`config.mk`:
```
export PLATFORM = sky130hd
export DESIGN_NAME = button_conditioner
export DESIGN_NICKNAME = d
export VERILOG_FILES = /design/src/rtl/button_conditioner.sv
export SDC_FILE = /design/constraint.sdc
export NUM_CORES = 1
export LEC_CHECK = 0
export CAP_MARGIN = 20
export CORE_ASPECT_RATIO = 1.2
export CORE_MARGIN = 2
export CORE_UTILIZATION = 50
export DETAILED_ROUTE_END_ITERATION = 8
export DONT_BUFFER_PORTS = 1
export PLACE_DENSITY = 0.67
export RECOVER_POWER = 50
export REMOVE_ABC_BUFFERS = 1
export SLEW_MARGIN = 20
export SYNTH_ARGS = -nofsm -noshare
export SYNTH_HDL_FRONTEND = slang
export SYNTH_SLANG_ARGS = --single-unit
```
`constraint.sdc`:
```
create_clock -name clk -period 2.95 [get_ports clk]
set_input_delay 0.1475 -clock clk [delete_from_list [all_inputs] [get_ports clk]]
set_output_delay 0.1475 -clock clk [all_outputs]
set_load 0.02 [all_outputs]
```
`src/rtl/button_conditioner.sv`:
```
// Raw push-button front end: synchronize, debounce, auto-repeat, and arbitrate
// four buttons into one-hot single-cycle command pulses.

module button_lane #(
    parameter int DEBOUNCE_CYCLES = 250000,
    parameter int REPEAT_DELAY    = 15000000,
    parameter int REPEAT_PERIOD   = 5000000,
    parameter bit REPEAT_EN       = 1'b0
) (
    input  logic clk,
    input  logic rst,
    input  logic raw,
    output logic level,
    output logic event_hit
);
    localparam int DW   = $clog2(DEBOUNCE_CYCLES + 1);
    localparam int RMAX = (REPEAT_DELAY > REPEAT_PERIOD) ? REPEAT_DELAY : REPEAT_PERIOD;
    localparam int RW   = $clog2(RMAX + 1);

    logic          sync1, sync2, stable, stable_q;
    logic [DW-1:0] db_cnt;
    logic [RW-1:0] hold_cnt;
    logic [RW-1:0] rep_target;
    logic          rep_phase;
    logic          press, rep_hit;

    always_ff @(posedge clk) begin
        if (rst) begin
            sync1    <= 1'b0;
            sync2    <= 1'b0;
            stable   <= 1'b0;
            stable_q <= 1'b0;
            db_cnt   <= '0;
        end else begin
            sync1    <= raw;
            sync2    <= sync1;
            stable_q <= stable;
            if (sync2 == stable) begin
                db_cnt <= '0;
            end else if (db_cnt == DW'(DEBOUNCE_CYCLES - 1)) begin
                stable <= ~stable;
                db_cnt <= '0;
            end else begin
                db_cnt <= db_cnt + DW'(1);
            end
        end
    end

    assign press = stable & ~stable_q;

    // First repeat waits REPEAT_DELAY, later ones REPEAT_PERIOD; the counter
    // restarts at each hit so contention downstream never skews the cadence.
    assign rep_target = rep_phase ? RW'(REPEAT_PERIOD - 1) : RW'(REPEAT_DELAY - 1);
    assign rep_hit    = stable & ~press & (hold_cnt == rep_target);

    always_ff @(posedge clk) begin
        if (rst || !stable || press) begin
            hold_cnt  <= '0;
            rep_phase <= 1'b0;
        end else if (rep_hit) begin
            hold_cnt  <= '0;
            rep_phase <= 1'b1;
        end else begin
            hold_cnt  <= hold_cnt + RW'(1);
        end
    end

    assign level     = stable;
    assign event_hit = press | (REPEAT_EN & rep_hit);
endmodule

module button_conditioner #(
    parameter int         DEBOUNCE_CYCLES = 250000,
    parameter int         REPEAT_DELAY    = 15000000,
    parameter int         REPEAT_PERIOD   = 5000000,
    parameter logic [3:0] REPEAT_MASK     = 4'b1001
) (
    input  logic       clk,
    input  logic       rst,
    input  logic [3:0] btn_raw,
    output logic [3:0] button,
    output logic [3:0] btn_level
);
    logic [3:0] events;
    logic [3:0] pending;
    logic [3:0] grant;

    for (genvar i = 0; i < 4; i++) begin : g_lane
        button_lane #(
            .DEBOUNCE_CYCLES(DEBOUNCE_CYCLES),
            .REPEAT_DELAY   (REPEAT_DELAY),
            .REPEAT_PERIOD  (REPEAT_PERIOD),
            .REPEAT_EN      (REPEAT_MASK[i])
        ) u_lane (
            .clk      (clk),
            .rst      (rst),
            .raw      (btn_raw[i]),
            .level    (btn_level[i]),
            .event_hit(events[i])
        );
    end

    // Lowest set bit wins; a fresh event on the granted bit re-arms it.
    assign grant = pending & (~pending + 4'd1);

    always_ff @(posedge clk) begin
        if (rst) begin
            pending <= '0;
            button  <= '0;
        end else begin
            button  <= grant;
            pending <= (pending & ~grant) | events;
        end
    end
endmodule
```
### Word level (Yosys, flattened, before mapping)

Cells that the tools add are included.

* $add $sub $neg: 7
* multipliers: 0
* div/mod/pow operators: 0
* order comparisons: 0
* equal/unequal tests: 10
* shifts and indexed selects: 0
* muxes and demuxes: 2
* bitwise operators: 29
* reductions and logical operators: 16

Operators with widths (count)
* 18-bit by 1-bit adder with 18-bit output, second input constant: 4
* 18-bit equality test, second input constant: 4
* 24-bit by 1-bit adder with 24-bit output, second input constant: 2
* 24-bit equality test: 2
* 24-bit two-way mux: 2
* 1-bit inverter: 14
* 3-bit OR reduction: 4
* 1-bit bitwise AND: 8
* 4-bit bitwise AND: 2
* 4-bit inverter: 2
* 2-bit AND reduction: 4
* 4-bit by 1-bit adder with 4-bit output, second input constant: 1
* 1-bit equality test: 4
* 1-bit logical OR: 4
* 4-bit OR: 1
* 2-bit OR reduction: 2
* 1-bit zero test: 2
* 1-bit OR: 2

* register bits: 146
* bits in latches: 0
* RAM bits: 0
* bits in read-only memories: 0
* output and inout port bits: 8
* memories kept: 0

### Longest topological paths before layout

* depth in word-level cells: 7
* gate-level depth with buffers: 6

### By module

Synthesis repeated with hierarchy kept, for this count alone.

* cells, all modules: 724
* area total of the unflattened synthesis: 6737.7 um^2

Modules (own cells, without submodules)
* button_lane at g_lane[0].u_lane ...: times used 2, cells each 245, area an instance 2242.2 um^2, sequential area each 940.9 um^2
* button_lane at g_lane[1].u_lane ...: times used 2, cells each 106, area an instance 1007.2 um^2, sequential area each 440.4 um^2
* button_conditioner: times used 1, cells each 22, area an instance 239.0 um^2, sequential area each 160.2 um^2

### Worst setup path after synthesis

No wires, ideal clock.

* path kind: reg2reg
* start: register g_lane[3].u_lane.hold_cnt[15]
* end: register g_lane[3].u_lane.hold_cnt[2]
* setup time: 132 ps
* data arrival time: 2063 ps
* required time: 2818 ps
* slack: 755 ps
* cell stages (with the launch flop): 7
* path buffers: 2
* clock period less this slack: 2195 ps
* path through: dfxtp_1 -> buf_6 -> or4b_1 -> or4_4 -> a2111oi_4 -> buf_6 -> nor3_1

* cells in the longest elaborated chain, start to end: 3

Ends and longest elaborated chain
* start: declaration: RTL line 22 `logic [RW-1:0] hold_cnt;`
* start signal: assignment: RTL line 64 `hold_cnt <= hold_cnt + RW'(1);`
* 24-bit equality test: RTL line 54 `assign rep_hit = stable & ~press & (hold_cnt == rep_target);`
* 1-bit bitwise AND: RTL line 54
* 2-bit OR reduction (no line)

Every way passes these cells.
A chain may end at the register's enable or synchronous reset.

### Worst setup path after layout

* start: register g_lane[0].u_lane.hold_cnt[15]
* end: register g_lane[0].u_lane.hold_cnt[20]

* cells in the longest elaborated chain, start to end: 3
* elaborated cells between the ends (all ways): 4
* classes of those cells: add/sub (1); eq/ne (1); bitwise (1); reduce/logical (1)

Ends and longest elaborated chain (RTL line)
* start: declaration: 22
* start signal: assignment: 64
* parallel branches: the longest is 3 deep, another holds 24-bit by 1-bit adder with 24-bit output

Parallel ways; which one is timed is not known.

==> flow_summary.json <==
{
  "status": "completed",
  "dr_total_vias": 5317,
  "synthTopCellsByCount": "dfxtp_1, nor2_1, xnor2_1, nor3_1, nand3_1",
  "worst-path-buf-inv": 1,
  "first_iter_violations": 354,
  "grt_use_total": 0.201,
  "syn_area_mm2": 0.00652,
  "drtAntennaViolNets": 0,
  "p_leak_nw": 1.99,
  "post_cts_buffers": 0,
  "grt_first_pass_wirelength_um": 22600,
  "fin_skew_ps": 6.53,
  "routed_via_density": 5.80,
  "yosysMostFrequentCell": "dfxtp_1",
  "cts_max_level": 4,
  "clk_pin_slew_worst_paths_ps": 60,
  "critical_path_class": "flop to flop",
  "vdd_ir_drop_max_uv": 391,
  "hold_viol": 0,
  "fin_area_mm2": 0.00722,
  "multiInputGateArea_mm2": 0.00333,
  "yosys_warnings": 0,
  "pin_count": 14,
  "rows": 45,
  "clk_path_buf_depth": 2,
  "die_w_um": 108,
  "drv_cap": 0,
  "dieArea_mm2": 0.0140,
  "clk_latency_ps": 430,
  "syn_avg_cell_area_um2": 8.86,
  "finalSetupViolCount": 0,
  "synth_top_family_by_area": "simple AND/OR/NAND/NOR gates",
  "synth_compound_area_frac": 0.0894,
  "gp_congestion": 0.898,
  "synth_mux_area_frac": 0,
  "yosysSeqAreaShare": 0.448,
  "synth.distinct_cells": 52,
  "synth_xor_area_frac": 0.110,
  "synth_seq_cells": 146,
  "synth_cells": 736,
  "cp_cell_sequence": "or4b_2 -> nor4_1 -> o2111a_1 -> buf_4 -> a211oi_1",
  "overflow": 0,
  "cts_root_buffer": "clkbuf_16",
  "slowest_delay_ps": 660,
  "area_growth_pct": 10.7,
  "tightest_slew_ps": 941,
  "crit_family": "simple AND/OR/NAND/NOR gates",
  "end_kind": "flop",
  "synth_fa_ha_area_frac": 0.0115,
  "drcViolationCount": 0,
  "antenna_found_initial": 0,
  "final_nets": 751,
  "cts_tree": "done",
  "crit_fanout": 15,
  "final_util": 0.570,
  "dp_hpwl_um": 8810,
  "grt_pass1_vias": 5078,
  "routedWlPerCell_um": 14.1,
  "postPlaceCellArea_mm2": 0.00663,
  "die_y_um": 129,
  "fillers": 1197,
  "crit_slowest_cell": "or4b_2",
  "tns_ps": 0,
  "fin_cells": 916,
  "grt_max_degree": 27,
  "cts_resized": 0,
  "register_area_mm2": 0.00292,
  "hp-class": "primary input to flop",
  "diodes": 0,
  "synth_edf_count": 0,
  "finalMaxSlewViolations": 0,
  "max_freq_mhz": 422,
  "powerDensity_mw_per_mm2": 557,
  "drive_gt1_frac": 0.0612,
  "dp.cells": 879,
  "synth_top_cell_area_share": 0.448,
  "synth_flop_cell": "dfxtp_1",
  "cp-start-kind": "flop",
  "detail_route.first_pass.iterations": 4,
  "port_buffers": 0,
  "coreArea_mm2": 0.0127,
  "yosysTopAreaCell": "dfxtp_1",
  "rsz0062_at_grt": "false",
  "async_flop_share": 0,
  "critPathRequiredTime_ps": 3210,
  "synth_area_leaders": "dfxtp_1, xnor2_1, nor2_1",
  "period_share": 0.803,
  "numCtsBuffers": 17,
  "layout_min_cycle_time_ps": 2370,
  "cts_sinks": 146,
  "relSlewSlack": 0.370,
  "start_util": 0.515,
  "routed_wl_um": 12900,
  "arrival_ps": 2630,
  "hold_buffers": 5,
  "synthSimpleGateAreaFrac": 0.300
}
## where the power goes
group	total [mW]	switching [mW]	internal, mW	leakage, nW
registers	1.98	0.00391	1.98	1.18
logic	0.0286	0.0170	0.0117	0.545
clock network	2.01	0.831	1.18	0.264
total	4.03	0.852	3.17	1.99
## cells in the final DEF, fill, tap and decap left out, types with 2 or more instances in the layout
cell type and instances:
dfxtp_1 146, nor2_1 72, xnor2_1 53, nor3_1 44, nand3_1 42, nand2_1 35
nand4_1 33, inv_1 29, xor2_1 29, nor4_1 24, a21oi_1 23, or4_1 23
o21ai_0 21, or3_1 20, a211oi_1 17, clkbuf_16 17, o31ai_1 16, nor2b_1 13
nand2b_1 11, clkbuf_1 7, and4_1 6, ha_1 6, nor4b_1 5, and3_1 5
dlygate4sd3_1 5, clkinv_4 4, buf_4 4, nor4bb_1 3, or2_2 3, nor3b_1 3
clkinvlp_4 3, and2_1 2, nand4b_1 2, or4b_1 2, or4_2 2, clkinv_2 2
## state kept, by name (all words and copies together), names as in the netlist
name and count:
g_lane.u_lane.sync2 4, g_lane.u_lane.level 4, g_lane.u_lane.sync1 4, g_lane.u_lane.hold_cnt 48
pending 4, g_lane.u_lane.rep_phase 2, g_lane.u_lane.db_cnt 72, button 4
g_lane.u_lane.stable_q 4
## final timing paths
check	startpoint	cells past startpoint	end	slack, ps
worst min register to register	g_lane[2].u_lane.sync1$_SDFF_PP0_	1	g_lane[2].u_lane.sync2$_SDFF_PP0_	440
worst max-delay path	g_lane[0].u_lane.hold_cnt[15]$_SDFF_PP0_	5	g_lane[0].u_lane.hold_cnt[20]$_SDFF_PP0_	580
worst min-delay path	rst	4	g_lane[1].u_lane.db_cnt[1]$_SDFF_PP0_	130
worst max register to register	g_lane[0].u_lane.hold_cnt[15]$_SDFF_PP0_	5	g_lane[0].u_lane.hold_cnt[20]$_SDFF_PP0_	580
## metal layers
layer  vias to the layer above  track usage  part of all wire  wire length (um)
met3                        25       0.0518             0.039               498
li1                       2665            -                 -                 -
met4                         0       0.0943             0.020               262
met1                      2537        0.231              0.44              5720
met5                         -            0                 0                 0
met2                        90        0.347              0.50              6430
## worst register-to-register path, stage by stage, from the launching register on
cell      delay [ps]
dfxtp_1          380
or4b_2           660
nor4_1           340
o2111a_1         470
buf_4            280
a211oi_1          80
## area by class of cell
cell class	count	area share
Tap cell	164	0.0284
Clock inverter	11	0.0147
Multi-Input combinational cell	532	0.462
Inverter	29	0.0151
Sequential cell	146	0.405
Clock buffer	21	0.0624
Timing Repair Buffer	13	0.0132
## metrics by stage
stage / hold WS (ps) / total power [mW] / setup slack [ps]
after global placement: 224 / 2.04 / 692
after floorplan: 217 / 2.04 / 532
after detailed placement: 227 / 2.05 / 610
after CTS: 114 / 4.06 / 592
after global routing: 203 / 4.15 / 446
final: 128 / 4.03 / 580
## cells by family after synthesis
logic type,count (synthesis)
fa+ha+maj,6
compound gates,88
xor+xnor,82
buf+inv,58
simple gates,356
flops,146
No activity file was read; power rests on OpenSTA's default activity.
